==> config.mk <==
export PLATFORM = sky130hd
export DESIGN_NAME = scan_decoder
export DESIGN_NICKNAME = d
export VERILOG_FILES = /design/src/rtl/decoder_pkg.sv /design/src/rtl/onehot_dec.sv /design/src/rtl/scan_decoder.sv
export SDC_FILE = /design/constraint.sdc
export NUM_CORES = 1
export LEC_CHECK = 0
export BUFFER_PORTS_ARGS = -buffer_cell sky130_fd_sc_hd__buf_2
export CORE_AREA = 5 5 42 44
export DETAILED_ROUTE_END_ITERATION = 6
export DIE_AREA = 0 0 47 49
export PLACE_DENSITY = 0.7
export SLEW_MARGIN = 15
export SYNTH_ARGS = -nofsm -noshare
export SYNTH_HDL_FRONTEND = slang
export SYNTH_SLANG_ARGS = --single-unit
==> constraint.sdc <==
create_clock -name clk -period 1.38 [get_ports clk]
set_input_delay 0.276 -clock clk [delete_from_list [all_inputs] [get_ports clk]]
set_output_delay 0.276 -clock clk [all_outputs]
set_load 0.05 [all_outputs]
==> src/rtl/decoder_pkg.sv <==
// Shared types and helpers for the scan decoder block.
// State encodings, mode constants and the counter-width function.
package decoder_pkg;

    typedef enum logic [1:0] {
        ST_IDLE   = 2'd0,
        ST_DIRECT = 2'd1,
        ST_SCAN   = 2'd2
    } state_t;

    localparam logic MODE_DIRECT = 1'b0;
    localparam logic MODE_SCAN   = 1'b1;

    function automatic int clog2(input int v);
        int r;
        r = 0;
        for (int i = 0; i < 31; i++) begin
            if ((1 << i) < v) r = i + 1;
        end
        return r;
    endfunction

    // Dwell counter never narrower than one bit, even for DWELL=1.
    function automatic int cnt_width(input int dwell);
        return (clog2(dwell) < 1) ? 1 : clog2(dwell);
    endfunction

endpackage

==> src/rtl/onehot_dec.sv <==
// Combinational N-to-2^N one-hot decoder with enable.
// Output is all-zero while disabled.
module onehot_dec #(
    parameter int N = 2
) (
    input  logic           en,
    input  logic [N-1:0]   sel,
    output logic [2**N-1:0] y
);

    always_comb begin
        y = '0;
        if (en) y[sel] = 1'b1;
    end

endmodule

==> src/rtl/scan_decoder.sv <==
// Registered one-hot decoder with direct and auto-scan modes.
// Define SCAN_BLANK_EN to insert one blank cycle on every scan advance.
module scan_decoder
    import decoder_pkg::*;
#(
    parameter int N     = 2,
    parameter int DWELL = 4
) (
    input  logic            clk,
    input  logic            rst_n,
    input  logic            en,
    input  logic            mode,
    input  logic [N-1:0]    sel,
    output logic [2**N-1:0] y,
    output logic [N-1:0]    idx,
    output logic            valid,
    output logic            wrap
);

    localparam int CW = cnt_width(DWELL);
    localparam logic [CW-1:0] LAST = CW'(DWELL - 1);
`ifdef SCAN_BLANK_EN
    localparam logic BLANK = 1'b1;
`else
    localparam logic BLANK = 1'b0;
`endif

    state_t           state_q, state_d;
    logic [N-1:0]     idx_q, idx_d;
    logic [CW-1:0]    cnt_q, cnt_d;
    logic             blank_q, blank_d;
    logic             wrap_q, wrap_d;
    logic             valid_q;
    logic             show;
    logic [2**N-1:0]  y_q, y_d;

    always_ff @(posedge clk or negedge rst_n) begin
        if (!rst_n) begin
            state_q <= ST_IDLE;
            idx_q   <= '0;
            cnt_q   <= '0;
            blank_q <= 1'b0;
            wrap_q  <= 1'b0;
            valid_q <= 1'b0;
            y_q     <= '0;
        end else begin
            state_q <= state_d;
            idx_q   <= idx_d;
            cnt_q   <= cnt_d;
            blank_q <= blank_d;
            wrap_q  <= wrap_d;
            valid_q <= show;
            y_q     <= y_d;
        end
    end

    always_comb begin
        state_d = ST_IDLE;
        idx_d   = idx_q;
        cnt_d   = '0;
        blank_d = 1'b0;
        wrap_d  = 1'b0;
        show    = 1'b0;
        if (en) begin
            state_d = (mode == MODE_SCAN) ? ST_SCAN : ST_DIRECT;
        end
        unique case (state_d)
            ST_DIRECT: begin
                idx_d = sel;
                show  = 1'b1;
            end
            ST_SCAN: begin
                if (state_q != ST_SCAN) begin
                    idx_d = sel;
                    show  = 1'b1;
                end else if (blank_q) begin
                    show = 1'b1;
                end else if (cnt_q == LAST) begin
                    // idx rolls over exactly when it is all ones
                    idx_d   = idx_q + 1'b1;
                    wrap_d  = &idx_q;
                    show    = ~BLANK;
                    blank_d = BLANK;
                end else begin
                    cnt_d = cnt_q + 1'b1;
                    show  = 1'b1;
                end
            end
            default: begin
                show = 1'b0;
            end
        endcase
    end

    onehot_dec #(.N(N)) u_dec (
        .en  (show),
        .sel (idx_d),
        .y   (y_d)
    );

    assign y     = y_q;
    assign idx   = idx_q;
    assign valid = valid_q;
    assign wrap  = wrap_q;

endmodule

Word level (Yosys, flattened, before mapping)
Index checks and enable logic that the tools add are counted.
{ "classes": {"n_addsub": 2, "n_lt_le_gt_ge": 2, "n_eq_ne": 4, "muxes": 15, "reduce_logical": 3} }
{ "op_table": {"columns": ["operator", "n"], "rows": [
  ["2-to-1 mux 2 bit", 7],
  ["2-to-1 mux 1 bit", 5],
  ["adder 2 x 1 -> 2 bit, second input constant", 2],
  ["== test 2 bit, second input constant", 2],
  ["2-to-1 mux 4 bit", 1],
  ["case mux 2 bit (2 select lines)", 1],
  ["< comparator 2 x 3 -> 1 bit, second input constant", 1],
  ["demux 1 bit (select 2 bit)", 1],
  ["== test 2 x 1 -> 1 bit, second input constant", 1],
  [">= comparator 2 x 1 -> 1 bit, second input constant", 1],
  ["inequality test 2 bit, second input constant", 1],
  ["AND reduction 2 bit", 1],
  ["OR reduction 2 bit", 1],
  ["logical AND 1 bit", 1]
]} }
{ "totals": {"regBits": 12, "input_bits": 6, "out_inout_bits": 8, "word_cells": 32} }

Depth between registers and ports, before layout
{ "logic_depth": {"depth_word": 9, "depth_mapped": 4, "ltp_nobuf": 4} }

By module
Synthesis repeated with hierarchy kept, for this count alone.
{ "unflattened": {"hier_cells": 39, "hier_area_um2": 515.5} }
{ "modules_own_cells": {"columns": ["mod", "n_inst", "cells_per_inst", "area_each_um2", "seq_area_each_um2"], "rows": [
  ["scan_decoder", 1, 35, 478.0, 300.3],
  ["onehot_dec", 1, 4, 37.5, 0.0]
]} }

Worst setup path before layout
OpenSTA, ideal clock, no wires.
{ "synth_timing": {"kind": "flip-flop to flip-flop", "startpoint": "register idx_q[0], in the netlist idx[0]", "endpoint": "register y_q[0], in the netlist y[0]", "setup_time_ps": 82, "t_arrival_ps": 1531, "required_time_ps": 1298, "slack_ps": -233, "stages_incl_launch_ff": 5, "n_path_buf": 0, "period_less_slack_ps": 1613, "path_cell_list": "dfrtp_1 -> ha_1 -> mux2_4 -> nand2b_1 -> o22ai_1"} }
{ "synth_via": {"elab_chain_cells": 9, "elab_cells_between_ends": 10, "cone_classes": "add/sub (1); order compare (2); mux (6); reduce/logical (1)"} }
{ "synth_rtl": {"columns": ["element", "line", "source"], "rows": [
  ["start: declaration", "scan_decoder.sv:29", "logic [N-1:0] idx_q, idx_d;"],
  ["start signal: assignment", "scan_decoder.sv:48", "idx_q <= idx_d;"],
  ["adder 2 x 1 -> 2 bit", "scan_decoder.sv:80", "idx_d = idx_q + 1'b1;"],
  ["2-to-1 mux 2 bit", "scan_decoder.sv:78", "end else if (cnt_q == LAST) begin"],
  ["2-to-1 mux 2 bit", "scan_decoder.sv:73", "if (state_q != ST_SCAN) begin"],
  ["case mux 2 bit (2 select lines) (*)", "scan_decoder.sv:67", "unique case (state_d)"],
  ["< comparator 2 x 3 -> 1 bit (implied by the code) or >= comparator 2 x 1 -> 1 bit (tied branches)", "onehot_dec.sv:13", "if (en) y[sel] = 1'b1;"],
  ["logical AND 1 bit (implied by the code)", "onehot_dec.sv:13", null],
  ["2-to-1 mux 1 bit (implied by the code)", "onehot_dec.sv:13", null],
  ["demux 1 bit (select 2 bit) (*)", null, null],
  ["2-to-1 mux 4 bit (*)", "onehot_dec.sv:13", null],
  ["named net u_dec.y[0]", "onehot_dec.sv:8", "output logic [2**N-1:0] y"],
  ["end signal: assignment", "scan_decoder.sv:53", "y_q <= y_d;"],
  ["end: declaration", "scan_decoder.sv:35", "logic [2**N-1:0] y_q, y_d;"]
]} }
The timed path passes the listed nets; every way through them passes the cells marked *.

Final worst setup path
{ "layout_timing": {"startpoint": "register idx_q[1], in the netlist idx[1]", "endpoint": "register y_q[1], in the netlist y[1]"} }
Same word-level chain as after synthesis.

==> results.ini <==
[status]
status = finished, final reports clean

[worst_setup_path]
r2r_cells = 4
endpoint_kind = flop
crit_required_ns = 1.57
crit_chain = ha_1 -> mux2_4 -> nand2b_4 -> o22ai_2
critPathMaxFanout = 2
startpoint = idx[1]$_DFF_PN0_
start_kind = flop
r2r_end = y[1]$_DFF_PN0_
cp-endpoint = y[1]$_DFF_PN0_
crit_type = reg2reg
critPathSlowestCell = dfrtp_2
r2r_start = idx[1]$_DFF_PN0_
critPathMaxStageDelay_ns = 0.41
rrSetupSlack_ns = 0.05
crit_arrival_ns = 1.52

[timing]
relSlewSlack = 0.804
worstMarginPinSlew_ns = 0.294
final-setup-viol-count = 0
fin_crit_ns = 1.33
whs_ns = 0.187
grt_setup_unrepaired = false
hold_violations = 0
fin_skew_ns = 0.0104
maxSlewViolCount = 0
setup_slack_ns = 0.0512
fin_crit_sh = 0.963
fmax_mhz = 753

[clock_tree]
insertion_delay_ns = 0.27
cts_tree = built
clockBufferDepth = 2
cts_buffers = 3
clkTransAtPathRegs_ns = 0.08
cts.root.buffer_cell = clkbuf_4
h-tree-depth = 1
cts.sinks = 12

[synth]
synth-async-reset-ratio = 1.00
synth_ff_type = dfrtp_1
netlist_area_um2 = 544
ys_seq_area_frac = 0.552
netlist_instances = 49
synth_fp_nets = 58
synth.distinct_cells = 22
ys_ff_latch = 12
synth_warnings = 0
syn_area_per_cell_um2 = 11.1
synth_edf_count = 0

[placement]
gp_congestion = 0.716
portBuffers = 13
dp_slack_ns = 0.0198
dpl.hpwl_um = 797

[floorplanning]
io_pins = 14
die_area_um2 = 2300
rows = 14
start_util = 0.388
die_w_um = 47
design.core.area_um2 = 1400
die_h_um = 49

[power]
cellLeakagePower_nw = 0.347
power_density_nw_per_um2 = 1090
ir_worst_vdd_mv = 0.534

[routing]
ant_nets = 0
drc = 0
drtIter0Drc = 4
wirelength_um = 1070
firstDrtPassIters = 4
route.vias.total = 411
wl_per_cell_um = 12.9
avgViaCountPerCell = 4.95

[grt]
grt_pass1_vias = 398
grt-ovfl-total = 0
grt_use_total = 0.118
grt_pass1_wl_um = 1840
antenna_found_initial = 0
grt_max_degree = 13

[run]
cap_viol_max_count = 0

[cells_and_area]
layout_common_cells = 13 x buf_2, 10 x dfrtp_1, 7 x nand2_1, 3 x clkbuf_4, 3 x buf_4
drive_gt1_frac = 0.388
final_common_cell = buf_2
fin_nets = 77
syn_to_final_growth_pct = 27.6
antenna_cells = 0

[hold_path]
hp-class = in2reg

[sequential cells by signal, summed over array words and instances, names as in the netlist]
| name | cells |
|---|---|
| cnt_q | 2 |
| idx | 2 |
| state_q | 2 |
| valid | 1 |
| wrap | 1 |
| y | 4 |
[where the power goes]
group	internal [mW]	total [mW]	leakage, nW	switching, mW
clock network	0.112	0.222	0.0150	0.111
registers	0.369	0.376	0.154	0.00650
logic	0.0551	0.156	0.178	0.101
[worst min path at each step]
stage | start | end | slack [ns] | cells past startpoint
global placement | rst_n | y[3]$_DFF_PN0_ | 0.16 | 1
CTS | mode | state_q[0]$_DFF_PN0_ | 0.17 | 2
detailed placement | rst_n | y[3]$_DFF_PN0_ | 0.17 | 1
global route | mode | state_q[0]$_DFF_PN0_ | 0.17 | 2
floorplan | rst_n | cnt_q[0]$_DFF_PN0_ | -0.02 | 0
finish | mode | state_q[0]$_DFF_PN0_ | 0.19 | 2
[timing repair]
action	4_1_cts	5_1_grt
endpoints found under the setup margin	0	3
buffers inserted	0	1
hold buffers	1	0
hold endpoints to repair	12	0
resized for setup	0	3
[per-stage QoR]
stage                     area (µm²)  setup TNS, ns  utilization  std cells  power (mW)
after CTS                        672              0        0.479         82       0.756
after global placement           636              0        0.454         77       0.526
after detailed placement         636              0        0.454         77       0.529
after floorplan                  554         -0.110            -         49       0.485
final                            694              0        0.496         83       0.754
after global routing             694              0        0.496         83       0.808
[final cells by class]
type	instances	area [µm²]
clock buffer	4	26.3
sequential	12	303
tap	16	20.0
multi-input combinational	32	240
timing repair buffer	17	97.6
fill	136	707
inverter	2	7.51
[metal layers]
metal,vias to the layer above,GRT usage,part of all wire
met2,9,0.165,0.53
li1,205,-,-
met3,2,0.0554,0.039
met5,-,0,0
met4,0,0.0829,0.018
met1,195,0.135,0.41
[synthesized netlist by cell type (2+ instances only)]
library cell / n / area [µm²]
nand2_1: 7 / 26.3
inv_1: 2 / 7.51
o22ai_1: 4 / 25.0
nand2b_1: 2 / 12.5
dfrtp_1: 12 / 300
nand3b_1: 2 / 15.0
ha_1: 3 / 37.5
nor2_1: 2 / 7.51
clkbuf_1: 2 / 7.51
[worst max-delay path, delay by kind of cell, from the launching register on]
| family | cells | cell delay (ns) |
|---|---|---|
| AO/OA/AOI/OAI | 1 | 0.14 |
| adder cells (fa/ha/maj) | 1 | 0.29 |
| flip-flops | 1 | 0.41 |
| multiplexers | 1 | 0.27 |
| AND/OR/NAND/NOR | 1 | 0.15 |
[logic make-up after synthesis]
kind of cell | count (synthesis) | share of synthesized area
adders and majority gates | 3 | 0.0690
xor gates and xnor gates | 1 | 0.0161
and+or+nand+nor | 19 | 0.182
DFF | 12 | 0.552
buffers and inverters | 5 | 0.0483
muxes | 2 | 0.0460
AOI/OAI and AO/OA | 7 | 0.0873
(Power assumes the default switching activity.)
